File: config.mk
export PLATFORM = sky130hd
export DESIGN_NAME = bnn_output_classifier
export DESIGN_NICKNAME = d
export VERILOG_FILES = /design/src/rtl/bnn_output_classifier.sv
export SDC_FILE = /design/constraint.sdc
export NUM_CORES = 1
export LEC_CHECK = 0
export ABC_CLOCK_PERIOD_IN_PS = 7600
export BUFFER_PORTS_ARGS = -buffer_cell sky130_fd_sc_hd__buf_4
export CORE_MARGIN = 1
export CORE_UTILIZATION = 35
export CTS_CLUSTER_DIAMETER = 150
export DETAILED_ROUTE_END_ITERATION = 6
export SLEW_MARGIN = 40
export SYNTH_ARGS = -nofsm -noshare
export SYNTH_HDL_FRONTEND = slang
export SYNTH_SLANG_ARGS = --single-unit
File: constraint.sdc
create_clock -name clk -period 7.6 [get_ports clk]
set_clock_uncertainty 0.2 [all_clocks]
set_input_delay 0.76 -clock clk [delete_from_list [all_inputs] [get_ports clk]]
set_output_delay 0.76 -clock clk [all_outputs]
set_load 0.05 [all_outputs]
File: src/rtl/bnn_output_classifier.sv
// rtl/bnn_output_classifier.sv - serial XNOR-popcount output layer with argmax and handshakes
module bnn_output_classifier #(
   parameter int NUM_IN      = 4,
   parameter int NUM_CLASSES = 4,
   parameter int CLS_W       = 2,
   parameter int SCORE_W     = 3
) (
   input  logic               clk,
   input  logic               rst_n,
   input  logic               in_valid,
   output logic               in_ready,
   input  logic [NUM_IN-1:0]  in_act,
   input  logic               wl_en,
   input  logic [NUM_IN-1:0]  wl_data,
   output logic               out_valid,
   input  logic               out_ready,
   output logic [CLS_W-1:0]   out_class,
   output logic [SCORE_W-1:0] out_score
);

   localparam logic [1:0] S_IDLE    = 2'd0;
   localparam logic [1:0] S_COMPUTE = 2'd1;
   localparam logic [1:0] S_DONE    = 2'd2;
   localparam logic [CLS_W-1:0] LAST_IDX = CLS_W'(NUM_CLASSES - 1);

   logic [1:0]         state_q, state_d;
   logic [NUM_IN-1:0]  act_q, act_d;
   logic [NUM_IN-1:0]  rows_q [NUM_CLASSES];
   logic [NUM_IN-1:0]  rows_d [NUM_CLASSES];
   logic [CLS_W-1:0]   wl_ptr_q, wl_ptr_d;
   logic [CLS_W-1:0]   idx_q, idx_d;
   logic [SCORE_W-1:0] best_score_q, best_score_d;
   logic [CLS_W-1:0]   best_class_q, best_class_d;
   logic [CLS_W-1:0]   out_class_q, out_class_d;
   logic [SCORE_W-1:0] out_score_q, out_score_d;

   logic [NUM_IN-1:0]  match;
   logic [SCORE_W-1:0] score;
   logic [SCORE_W-1:0] cand_score;
   logic [CLS_W-1:0]   cand_class;

   always_comb begin
      match = ~(act_q ^ rows_q[idx_q]);
      score = '0;
      for (int i = 0; i < NUM_IN; i++) begin
         score = score + SCORE_W'(match[i]);
      end
      // First class seeds the running best; later classes win only on a strict improvement.
      if (idx_q == '0 || score > best_score_q) begin
         cand_score = score;
         cand_class = idx_q;
      end else begin
         cand_score = best_score_q;
         cand_class = best_class_q;
      end
   end

   always_comb begin
      state_d      = state_q;
      act_d        = act_q;
      rows_d       = rows_q;
      wl_ptr_d     = wl_ptr_q;
      idx_d        = idx_q;
      best_score_d = best_score_q;
      best_class_d = best_class_q;
      out_class_d  = out_class_q;
      out_score_d  = out_score_q;
      case (state_q)
         S_IDLE: begin
            if (wl_en) begin
               rows_d[wl_ptr_q] = wl_data;
               wl_ptr_d = (wl_ptr_q == LAST_IDX) ? '0 : wl_ptr_q + CLS_W'(1);
            end
            if (in_valid) begin
               act_d        = in_act;
               idx_d        = '0;
               best_score_d = '0;
               best_class_d = '0;
               state_d      = S_COMPUTE;
            end
         end
         S_COMPUTE: begin
            best_score_d = cand_score;
            best_class_d = cand_class;
            if (idx_q == LAST_IDX) begin
               out_class_d = cand_class;
               out_score_d = cand_score;
               state_d     = S_DONE;
            end else begin
               idx_d = idx_q + CLS_W'(1);
            end
         end
         S_DONE: begin
            if (out_ready) begin
               state_d = S_IDLE;
            end
         end
         default: state_d = S_IDLE;
      endcase
   end

   always_ff @(posedge clk or negedge rst_n) begin
      if (!rst_n) begin
         state_q      <= S_IDLE;
         act_q        <= '0;
         for (int c = 0; c < NUM_CLASSES; c++) begin
            rows_q[c] <= '0;
         end
         wl_ptr_q     <= '0;
         idx_q        <= '0;
         best_score_q <= '0;
         best_class_q <= '0;
         out_class_q  <= '0;
         out_score_q  <= '0;
      end else begin
         state_q      <= state_d;
         act_q        <= act_d;
         rows_q       <= rows_d;
         wl_ptr_q     <= wl_ptr_d;
         idx_q        <= idx_d;
         best_score_q <= best_score_d;
         best_class_q <= best_class_d;
         out_class_q  <= out_class_d;
         out_score_q  <= out_score_d;
      end
   end

   assign in_ready  = (state_q == S_IDLE);
   assign out_valid = (state_q == S_DONE);
   assign out_class = out_class_q;
   assign out_score = out_score_q;

endmodule

# --- Yosys cells after proc, flatten, opt, wreduce, memory -nomap -nowiden ---
# Cells that the tools add are included.
classes:
  n_eq_ne: 8
  n_addsub: 5
  n_bitwise: 4
  n_mux: 19
  n_reduce_logical: 11
  n_lt_le_gt_ge: 4
ops:
  columns: ["operator", "n"]
  rows:
  - ["$bwmux W16", 1]
  - ["$mux W2", 7]
  - ["$mux W4", 3]
  - ["$bmux W4 S2", 1]
  - ["$demux W4 S2", 1]
  - ["$pmux W2 S2", 2]
  - ["$reduce_and A2 Y1", 4]
  - ["$eq A2 B2 Y1 const B", 3]
  - ["$ge A3 B3 Y1 const B", 2]
  - ["$mux W3", 2]
  - ["$ne A2 B2 Y1 const B", 3]
  - ["$not A2 Y3", 2]
  - ["$pmux W2 S3", 1]
  - ["$pmux W3 S2", 1]
  - ["$reduce_and A3 Y1", 2]
  - ["$add A2 B1 Y2 const B", 2]
  - ["$logic_not A2 Y1", 2]
  - ["$not A4 Y4", 1]
  - ["$xor A4 B4 Y4", 1]
  - ["$add A2 B1 Y3", 1]
  - ["$add A3 B1 Y3", 1]
  - ["$gt A3 B3 Y1", 1]
  - ["$lt A3 B1 Y1 const B", 1]
  - ["$add A1 B1 Y2", 1]
  - ["5 further kinds", 5]
totals:
  out_inout_bits: 7
  input_bits: 13
  reg_bits: 36

# --- Longest topological paths before layout ---
depth:
  word_depth: 13
  depth_mapped: 11

# --- Least setup slack after synthesis ---
# OpenSTA, ideal clock, no wires.
synth_path:
  path_kind: "register -> register"
  start: "register idx_q[0]"
  end: "register best_class_q[1]"
  arrival_ns: 3.370
  stages_incl_launch_ff: 12
  t_required_ns: 7.279
  path_slack_ns: 3.909
  n_path_buf: 1
  cell_sequence: "dfrtp_1 > buf_2 > mux4_2 > xnor2_1 > fa_1 > ha_1 > ha_1 > ha_1 > and4b_4 > a211oi_4 > o21ai_2 > a22o_1"
synth_between:
  elab_chain_len: 13
  elab_cells_between_ends: 14
synth_lines:
  columns: ["element", "line_no", "source"]
  rows:
  - ["from (decl)", "31", "logic [CLS_W-1:0] idx_q, idx_d;"]
  - ["from (signal assigned)", "120", "idx_q <= idx_d;"]
  - ["$not A2 Y3 (implied by the code)", "43", "match = ~(act_q ^ rows_q[idx_q]);"]
  - ["$bmux W4 S2", "43", null]
  - ["$mux W4 (implied by the code) (2 in a row)", "43", null]
  - ["$xor A4 B4 Y4", "43", null]
  - ["$not A4 Y4", "43", null]
  - ["$add A1 B1 Y2", "46", "score = score + SCORE_W'(match[i]);"]
  - ["$add A2 B1 Y3", "46", null]
  - ["$add A3 B1 Y3", "46", null]
  - ["$gt A3 B3 Y1", "49", "if (idx_q == '0 || score > best_score_q) begin"]
  - ["$logic_or A1 B1 Y1 *", "49", null]
  - ["$mux W2 *", "49", null]
  - ["$pmux W2 S2 *", "68", "case (state_q)"]
  - ["to (signal assigned)", "122", "best_class_q <= best_class_d;"]
  - ["to (decl)", "33", "logic [CLS_W-1:0] best_class_q, best_class_d;"]
# Every way passes the cells marked *; elsewhere a longest branch is shown, timed or not. The select of a mux whose other input is x is not followed.
# A chain may end at the register's enable or synchronous reset.

# --- Final worst setup path ---
layout_path:
  start: "register idx_q[0]"
  end: "register best_class_q[0]"
layout_between:
  elab_chain_len: 13
  elab_cells_between_ends: 14
layout_lines:
  columns: ["element", "line_no"]
  rows:
  - ["$not A2 Y3 (implied by the code)", "43"]
  - ["$bmux W4 S2", "43"]
  - ["$mux W4 (implied by the code) (2 in a row)", "43"]
  - ["$xor A4 B4 Y4", "43"]
  - ["$not A4 Y4", "43"]
  - ["$add A1 B1 Y2", "46"]
  - ["$add A2 B1 Y3", "46"]
  - ["$add A3 B1 Y3", "46"]
  - ["$gt A3 B3 Y1", "49"]
  - ["$logic_or A1 B1 Y1", "49"]
  - ["$mux W2 *", "49"]
  - ["$pmux W2 S2 *", "68"]
# Marks and branches as above.

==> flow_summary.toml <==
[run_status]
status = "finished clean"

[drt]
viasPerCell = 4.86
dr.pass1.iters = 2
num_vias = 1114
wl_per_cell_um = 14.3
drt_wl_total_um = 3270
drc = 0
postRouteAntennaNets = 0
drtIter0Drc = 37

[timing]
slew_violations = 0
rsz0062_at_grt = "no"
fin_ws_ns = 3.58
post-route-period-util_pct = 52.9
fin_crit_ns = 4.02
fin_tns_setup_ns = 0
setup_viol_count_final = 0
final_hold_viol_count = 0
max_freq_ghz = 0.249
worst_pin_slew_ns = 0.470
max_slew_margin_pct = 68.6

[clock_tree]
clk_pin_slew_ns = 0.07
cts-resized-gates = 0
clk_path_buf_depth = 2
cts_sinks = 36
cts.hold.buffers_added = 0
cts_tree = "done"
clk_latency_ns = 0.29
ctsRootBufferMaster = "clkbuf_8"
numCtsBuffers = 5
h-tree-depth = 2
postCtsSetupBuffers = 0

[global_route]
grt.total_usage_pct = 13.4
grt_pass1_wl_um = 5330
antenna_found_initial = 0
first_global_vias = 1178
grt-ovfl-total = 0
grt_max_degree = 37

[synthesis]
syn_area_per_cell_um2 = 12.9
ys_ff_latch = 36
synth_edf_count = 0
ys.flop_type = "dfrtp_1"
async_reset_ff_share_pct = 100
yosysUniqueCellTypes = 25
yosys_warnings = 0
netlist_instances = 141
yosysSeqAreaShare_pct = 49.6
syn-num-nets = 166
netlist_area_um2 = 1820

[placed_design]
hpwl_um = 2470
pre_cts_ws_ns = 3.57
io_buffers = 19
gp_congestion = 0.723

[worst_setup_path]
slowest_delay_ns = 0.61
worst_ep_arrival_time_ns = 4.00
rrSetupSlack_ns = 3.58
worst-path-buf-inv = 0
critPathMaxFanout = 9
cp_top_family = "adder cells"
worstPathCellList = "mux4_2 -> xnor2_1 -> fa_1 -> ha_1 -> ha_1 -> ha_1 -> and4b_4 -> a211oi_4 -> o21ai_2 -> a22o_1"
end_kind = "flop"
slowest_stage = "dfrtp_1"
cp_common_cell = "ha_1"
crit_path_start_kind = "flop"
required_ns = 7.58
setup.worst_path.class = "flop to flop"

[die]
num_io_pins = 20
die_x_um = 74.0
dieArea_um2 = 5480
fp.dieH_um = 74.0
rows = 25
initial_core_util_pct = 37.5
coreArea_um2 = 4850

[finish]
final_common_cell = "dfrtp_1"
layout_common_cells = "dfrtp_1, mux2_2, buf_4, ha_1, inv_1"
n_antenna_cell = 0
drive_above_1_share_pct = 34.0
fin_nets = 186
area_growth_pct = 15.8

[run]
cap_violations = 0

[min_path]
hold_path_class = "primary input to asynchronous set/reset pin"
[cells in the mapped netlist (2+ instances only)]
master	count	area, um^2
buf_2	5	25.0
xnor2_1	4	35.0
o21ai_1	5	25.0
inv_1	9	33.8
a21o_1	2	15.0
nand2_1	7	26.3
mux2i_1	5	50.1
nor2_1	4	15.0
ha_1	11	138
and3_1	4	25.0
mux2_2	22	248
a22o_1	5	43.8
dfrtp_1	36	901
mux4_2	4	90.1
nor3_1	3	15.0
nand2b_1	5	31.3
o21ai_0	2	10.0
[kinds of logic (layout without fill, tap and decap cells)]
logic type	after synthesis	count (layout)	synth area share [%]
AO/OA/AOI/OAI	16	16	6.75
XOR/XNOR	4	4	1.93
adder cells (fa/ha/maj)	12	12	8.68
buffers and inverters	15	36	3.44
flip-flops	36	36	49.6
multiplexers	31	31	21.4
AND/OR/NAND/NOR	27	27	8.26
[layer usage]
layer	global-route usage (%)	wire length (um)
met5	0	0
met4	6.41	72
met3	4.20	106
met2	21.9	1590
met1	16.2	1510
[layout make-up]
type                       count  area, um^2
tap                           67        83.8
clock buffer                   8        90.1
fill                         453        2740
inverter                       9        33.8
sequential                    36         901
timing repair buffer          19         143
multi-input combinational     90         853
[stage by stage]
stage	std cells	area (um^2)	utilization [%]	hold slack, ns
3_5_place_dp	221	2010	41.5	0.279
6_report	229	2100	43.4	0.216
4_1_cts	229	2100	43.4	0.231
2_1_floorplan	141	1820	-	0.264
5_1_grt	229	2100	43.4	0.249
3_3_place_gp	221	2010	41.5	0.275
[state kept, by name (all words and copies together), names as in the netlist]
register and count:
wl_ptr_q 2, act_q 4, best_score_q 3, idx_q 2, state_q 2, out_class 2, rows_q 16, out_score 3
best_class_q 2
[worst reg2reg max path: cells and delay by family (launching register included)]
family,cells,cell delay [ns]
simple gates,1,0.21
fa+ha+maj,4,1.29
xor+xnor,1,0.22
compound gates,3,0.81
flops,1,0.61
mux,1,0.58
[worst paths after layout]
check | start | to | cells after the start
hold / removal | rst_n | rows_q[0] | 1
setup / recovery | idx_q[0] | best_class_q[0] | 10
max in group asynchronous | rst_n | state_q[1] | 1
hold reg to reg | out_score[0] | out_score[0] | 2
min in group clk | out_score[0] | out_score[0] | 2
setup reg to reg | idx_q[0] | best_class_q[0] | 10
Power is not shown: default switching activity piles up to over one toggle a cycle in this logic, so the estimate is an artifact.
